<file path="src/rtl/node_mac_sequencer.sv">
// node_mac_sequencer: time-multiplexed fp32 neuron. One shared multiplier
// and one shared adder accumulate N_INPUTS activation*weight products, then
// the result is presented on a valid/ready output.
// Optional feature macro: NODE_RELU_EN (clamp negative results to +0.0).
//
// Handshakes: a beat/result transfers on a rising edge where valid & ready
// are both high. in_ready depends only on state (and is low during rst).
// out_valid never depends on out_ready. out_data is held stable while
// out_valid & ~out_ready.

// float_mult: fp32 multiply. Zero/denormal inputs give signed zero,
// mantissa truncated, exponent overflow saturates to infinity, underflow
// flushes to zero.
module float_mult (
  input  logic [31:0] a,
  input  logic [31:0] b,
  output logic [31:0] y
);
  logic [47:0]       p;
  logic [22:0]       mant;
  logic signed [9:0] e;
  logic              sgn;

  // Multiply mantissas, normalise by at most one place, range-check exponent.
  always_comb begin
    sgn  = a[31] ^ b[31];
    p    = {1'b1, a[22:0]} * {1'b1, b[22:0]};
    mant = p[47] ? p[46:24] : p[45:23];
    e    = $signed({2'b00, a[30:23]}) + $signed({2'b00, b[30:23]})
           - 10'sd127 + $signed({9'd0, p[47]});
    if (a[30:23] == 8'd0 || b[30:23] == 8'd0 || e <= 10'sd0)
      y = {sgn, 31'd0};
    else if (e >= 10'sd255)
      y = {sgn, 8'hff, 23'd0};
    else
      y = {sgn, e[7:0], mant};
  end
endmodule

// float_adder: fp32 add with two guard bits and truncation. Exact
// cancellation yields +0.0; zero/denormal operands count as zero.
module float_adder (
  input  logic [31:0] a,
  input  logic [31:0] b,
  output logic [31:0] y
);
  logic [31:0]       big, sml;
  logic [25:0]       mbig, msml, msh;
  logic [26:0]       s, sn;
  logic [7:0]        d;
  logic [4:0]        p, shift;
  logic signed [9:0] e;
  logic [22:0]       mant;

  // Align the smaller magnitude to the larger, add/subtract, renormalise.
  always_comb begin
    if (a[30:0] >= b[30:0]) begin
      big = a;
      sml = b;
    end else begin
      big = b;
      sml = a;
    end
    mbig  = (big[30:23] == 8'd0) ? 26'd0 : {1'b1, big[22:0], 2'b00};
    msml  = (sml[30:23] == 8'd0) ? 26'd0 : {1'b1, sml[22:0], 2'b00};
    d     = big[30:23] - sml[30:23];
    msh   = (d > 8'd25) ? 26'd0 : (msml >> d);
    if (big[31] == sml[31]) s = {1'b0, mbig} + {1'b0, msh};
    else                    s = {1'b0, mbig} - {1'b0, msh};
    e     = $signed({2'b00, big[30:23]});
    p     = 5'd0;
    for (int i = 0; i < 26; i++)
      if (s[i]) p = 5'(i);
    shift = 5'd25 - p;
    sn    = s << shift;
    mant  = sn[24:2];
    if (s[26]) begin
      mant = s[25:3];
      e    = e + 10'sd1;
    end else begin
      e    = e - $signed({5'd0, shift});
    end
    if (s == 27'd0 || e <= 10'sd0)
      y = 32'h0;
    else if (e >= 10'sd255)
      y = {big[31], 8'hff, 23'd0};
    else
      y = {big[31], e[7:0], mant};
  end
endmodule

module node_mac_sequencer #(
  parameter int N_INPUTS = 15,
  parameter int IDX_W    = $clog2(N_INPUTS)
) (
  input  logic             clk,
  input  logic             rst,
  input  logic             in_valid,
  output logic             in_ready,
  input  logic [31:0]      in_data,
  input  logic             in_last,
  output logic [IDX_W-1:0] w_addr,
  input  logic [31:0]      w_data,
  output logic             out_valid,
  input  logic             out_ready,
  output logic [31:0]      out_data,
  output logic             err
);
  typedef enum logic {ACCUM = 1'b0, OUTPUT = 1'b1} state_t;

  state_t           state_q, state_d;
  logic [IDX_W-1:0] idx_q, idx_d;
  logic [31:0]      acc_q, acc_d, out_data_d;
  logic             out_valid_d, err_d;
  logic [31:0]      prod, sum;
  logic             beat, last_cnt;

  float_mult  u_mult (.a(in_data), .b(w_data), .y(prod));
  float_adder u_add  (.a(acc_q),   .b(prod),   .y(sum));

  assign w_addr   = idx_q;
  assign in_ready = (state_q == ACCUM) && !rst;
  assign beat     = in_valid && in_ready;
  assign last_cnt = (idx_q == IDX_W'(N_INPUTS - 1));

  function automatic logic [31:0] shape(input logic [31:0] v);
`ifdef NODE_RELU_EN
    return v[31] ? 32'h0 : v;
`else
    return v;
`endif
  endfunction

  // Next-state and datapath: MAC per accepted beat, frame end loads result.
  always_comb begin
    state_d     = state_q;
    idx_d       = idx_q;
    acc_d       = acc_q;
    out_valid_d = out_valid;
    out_data_d  = out_data;
    err_d       = err;
    case (state_q)
      ACCUM: begin
        if (beat) begin
          // First beat loads the product directly; no add against stale acc.
          acc_d = (idx_q == '0) ? prod : sum;
          idx_d = idx_q + IDX_W'(1);
          if (last_cnt || in_last) begin
            idx_d       = '0;
            state_d     = OUTPUT;
            out_valid_d = 1'b1;
            out_data_d  = shape(acc_d);
            // Marker and count disagree: truncated or unterminated frame.
            if (in_last ^ last_cnt) err_d = 1'b1;
          end
        end
      end
      OUTPUT: begin
        if (out_ready) begin
          out_valid_d = 1'b0;
          state_d     = ACCUM;
        end
      end
      default: state_d = ACCUM;
    endcase
  end

  // State and output registers with synchronous reset.
  always_ff @(posedge clk) begin
    if (rst) begin
      state_q   <= ACCUM;
      idx_q     <= '0;
      acc_q     <= 32'h0;
      out_valid <= 1'b0;
      out_data  <= 32'h0;
      err       <= 1'b0;
    end else begin
      state_q   <= state_d;
      idx_q     <= idx_d;
      acc_q     <= acc_d;
      out_valid <= out_valid_d;
      out_data  <= out_data_d;
      err       <= err_d;
    end
  end
endmodule
</file>
<file path="config.mk">
export PLATFORM = sky130hd
export DESIGN_NAME = node_mac_sequencer
export DESIGN_NICKNAME = d
export VERILOG_FILES = /design/src/rtl/node_mac_sequencer.sv
export SDC_FILE = /design/constraint.sdc
export NUM_CORES = 2
export LEC_CHECK = 0
export ABC_AREA = 1
export CORE_MARGIN = 3
export CORE_UTILIZATION = 44
export DETAILED_ROUTE_END_ITERATION = 8
export PLACE_DENSITY_LB_ADDON = 0.25
export SYNTH_ARGS = -nofsm -noshare
export SYNTH_HDL_FRONTEND = slang
export SYNTH_SLANG_ARGS = --single-unit
export TNS_END_PERCENT = 30
</file>
<file path="constraint.sdc">
create_clock -name clk -period 43.9 [get_ports clk]
set_input_delay 8.78 -clock clk [delete_from_list [all_inputs] [get_ports clk]]
set_output_delay 8.78 -clock clk [all_outputs]
set_load 0.01 [all_outputs]
</file>
==> impl_metrics.py <==
metrics = {
    "placement": {
        "dpl.hpwl_um": 77690,
        "place_congestion": 0.9764,
        "io_buffers": 107,
        "placed_area_mm2": 0.03238,
    },
    "global_routing": {
        "grt_pass1_vias": 28530,
        "grt_pass1_wl_um": 155100,
        "grt_start_max_net_pins": 65,
        "overflow": 0,
        "antenna_found_initial": 1,
        "grt_usage_pct": 26.25,
    },
    "detailed_routing": {
        "viasPerCell": 5.274,
        "vias": 28580,
        "firstDrtPassIters": 6,
        "drt_iter0_drc": 2501,
        "drt-met1-wl_um": 41560,
        "ant_nets": 0,
        "top_layer": "met5",
        "drcViolationCount": 0,
        "routed_wl_um": 95030,
        "wire_per_inst_um": 17.53,
        "wl_met2_um": 44600,
        "wl_met3_um": 6053,
    },
    "synth": {
        "postSynthCellCount": 4504,
        "yosysSeqAreaShare_pct": 4.661,
        "syn_nets": 5305,
        "ys_types": 63,
        "synth_edf_count": 0,
        "postSynthAreaPerCell_um2": 6.771,
        "synth_area_mm2": 0.03050,
        "async_flop_share_pct": 0,
        "yosys_warnings": 0,
        "yosys_most_used_dff": "dfxtp_1",
        "synth-seq-cells": 71,
    },
    "worst_setup_path": {
        "crit_slowest_cell": "clkdlybuf4s50_1",
        "crit_arrival_ns": 33.14,
        "endpoint_kind": "flop",
        "cpPeakStageDelay_ns": 1.23,
        "critPathMostFrequentCell": "nand2_1",
        "critPathRequiredTime_ns": 44.20,
        "worstSetupPathType": "input port to flop",
        "crit_path_max_fanout": 64,
        "cp-start-kind": "input port",
    },
    "clocking": {
        "clockBufferDepth": 2,
        "clock_sinks": 71,
        "clk_pin_slew_ns": 0.07,
        "root_buffer": "clkbuf_16",
        "ctsHoldBuffers": 0,
        "insertion_delay_ns": 0.37,
        "cts_resized": 0,
        "cts_tree": "built",
        "htreeDepth": 3,
        "post-cts-setup-buffer-count": 0,
        "numCtsBuffers": 9,
    },
    "sta": {
        "finClkSkew_ns": 0.01757,
        "tightestPinTransition_ns": 1.196,
        "fin_crit_sh_pct": 74.81,
        "fmax_mhz": 30.45,
        "fin_setup_tns_ns": 0,
        "slew_violations": 0,
        "finalHoldViolations": 0,
        "fin_crit_ns": 32.84,
        "setup_violations": 0,
        "max_slew_margin_pct": 20.04,
        "rsz0062_at_grt": "false",
    },
    "floorplan": {
        "core_area_mm2": 0.06787,
        "core.rowCount": 95,
        "start_util_pct": 44.93,
        "die_h_um": 269.3,
        "die_area_mm2": 0.07251,
        "io_pins": 108,
        "die-width_um": 269.3,
    },
    "layout": {
        "final_cell_mix": "nand2_1 (1252), inv_1 (1026), fa_1 (484)",
        "drive_gt1_share_pct": 3.846,
        "layout_commonest_cell": "nand2_1",
        "syn_to_final_growth_pct": 7.171,
        "layout.nets": 5294,
        "final_area_mm2": 0.03268,
        "fill_cells": 7063,
    },
    "job": {
        "max_cap_violations": 0,
    },
    "status": {
        "outcome": "completed",
    },
    "worst_hold_path": {
        "holdCritPathClass": "flop to flop",
    },
}
## flip-flops by register name, summed over array words and instances, names as in the netlist
name,cells
err,1
w_addr,4
out_valid,1
out_data,32
state_q,1
acc_q,32
## area by class of cell
type | instances | area [µm²] | share of cell area [%]
tap | 921 | 1152 | 3.526
sequential | 71 | 1421 | 4.349
antenna | 1 | 2.502 | 0.007656
clock buffer | 10 | 229.0 | 0.7006
multi-input combinational | 3195 | 24360 | 74.53
clock inverter | 6 | 70.07 | 0.2144
timing repair buffer | 164 | 1499 | 4.586
inverter | 1052 | 3951 | 12.09
## critical path, delay by kind of cell
kind                     cells  cell delay, ns
AO/OA/AOI/OAI               27            5.65
XOR/XNOR                     3            0.54
adder cells (fa/ha/maj)     16            6.52
buffers and inverters       24            5.05
AND/OR/NAND/NOR             55            6.47
## logic make-up (layout without fill, tap and decap cells)
| family | count (synthesis) | count (layout) | share of synthesized area [%] |
|---|---|---|---|
| AO/OA/AOI/OAI | 476 | 476 | 8.915 |
| XOR/XNOR | 89 | 89 | 2.728 |
| adder cells (fa/ha/maj) | 732 | 732 | 41.95 |
| buffers and inverters | 1238 | 1232 | 15.50 |
| flip-flops | 71 | 71 | 4.661 |
| multiplexers | 2 | 2 | 0.06565 |
| other | 0 | 1 | 0 |
| AND/OR/NAND/NOR | 1896 | 1896 | 26.18 |
## through the flow
stage               instances  setup WS (ns)  utilization, %  hold WS [ns]
floorplan                4504          17.00               -        0.4587
global placement         5403          11.29           47.71        0.4399
detailed placement       5403          11.14           47.71        0.4390
CTS                      5419          11.36           48.15        0.4545
global route             5419          8.685           48.15        0.4744
finish                   5420          11.06           48.16        0.4504
## Yosys cell counts, drive strengths merged, types with 7 or more instances
| cell type | n | area, µm² |
|---|---|---|
| fa | 484 | 9689 |
| nor4 | 16 | 100.1 |
| nand2 | 1275 | 4848 |
| ha | 248 | 3103 |
| a211oi | 10 | 75.07 |
| nand4 | 41 | 256.5 |
| inv | 1044 | 3921 |
| dfxtp | 71 | 1421 |
| o21ai | 196 | 992.2 |
| o21a | 9 | 67.56 |
| o31ai | 9 | 67.56 |
| a31oi | 33 | 219.0 |
| or2 | 7 | 43.79 |
| nor2 | 204 | 853.3 |
| nand3 | 317 | 1652 |
| buf | 39 | 224.0 |
| xnor2 | 33 | 315.3 |
| xor2 | 56 | 516.8 |
| a22o | 9 | 78.83 |
| nor3 | 26 | 140.1 |
| clkinv | 8 | 30.03 |
| clkbuf | 147 | 551.8 |
| o211ai | 17 | 127.6 |
| a21oi | 165 | 867.1 |
| o21bai | 8 | 60.06 |
## layer usage
| metal | vias up | global-route usage [%] |
|---|---|---|
| met2 | 1005 | 44.00 |
| met4 | 2 | 7.237 |
| met1 | 13810 | 35.93 |
| met5 | - | 0 |
| met3 | 158 | 3.067 |
| li1 | 13610 | - |
## worst paths after layout
check | start | end | slack (ns) | cells past startpoint
max | w_data[4] | acc_q[7] | 11.06 | 125
min | out_data[19] | out_data[19] | 0.45 | 2
max reg2reg | acc_q[27] | acc_q[7] | 29.13 | 83
min reg2reg | out_data[19] | out_data[19] | 0.45 | 2
Power is not shown: default switching activity piles up to over one toggle a cycle in this logic, so the estimate is an artifact.
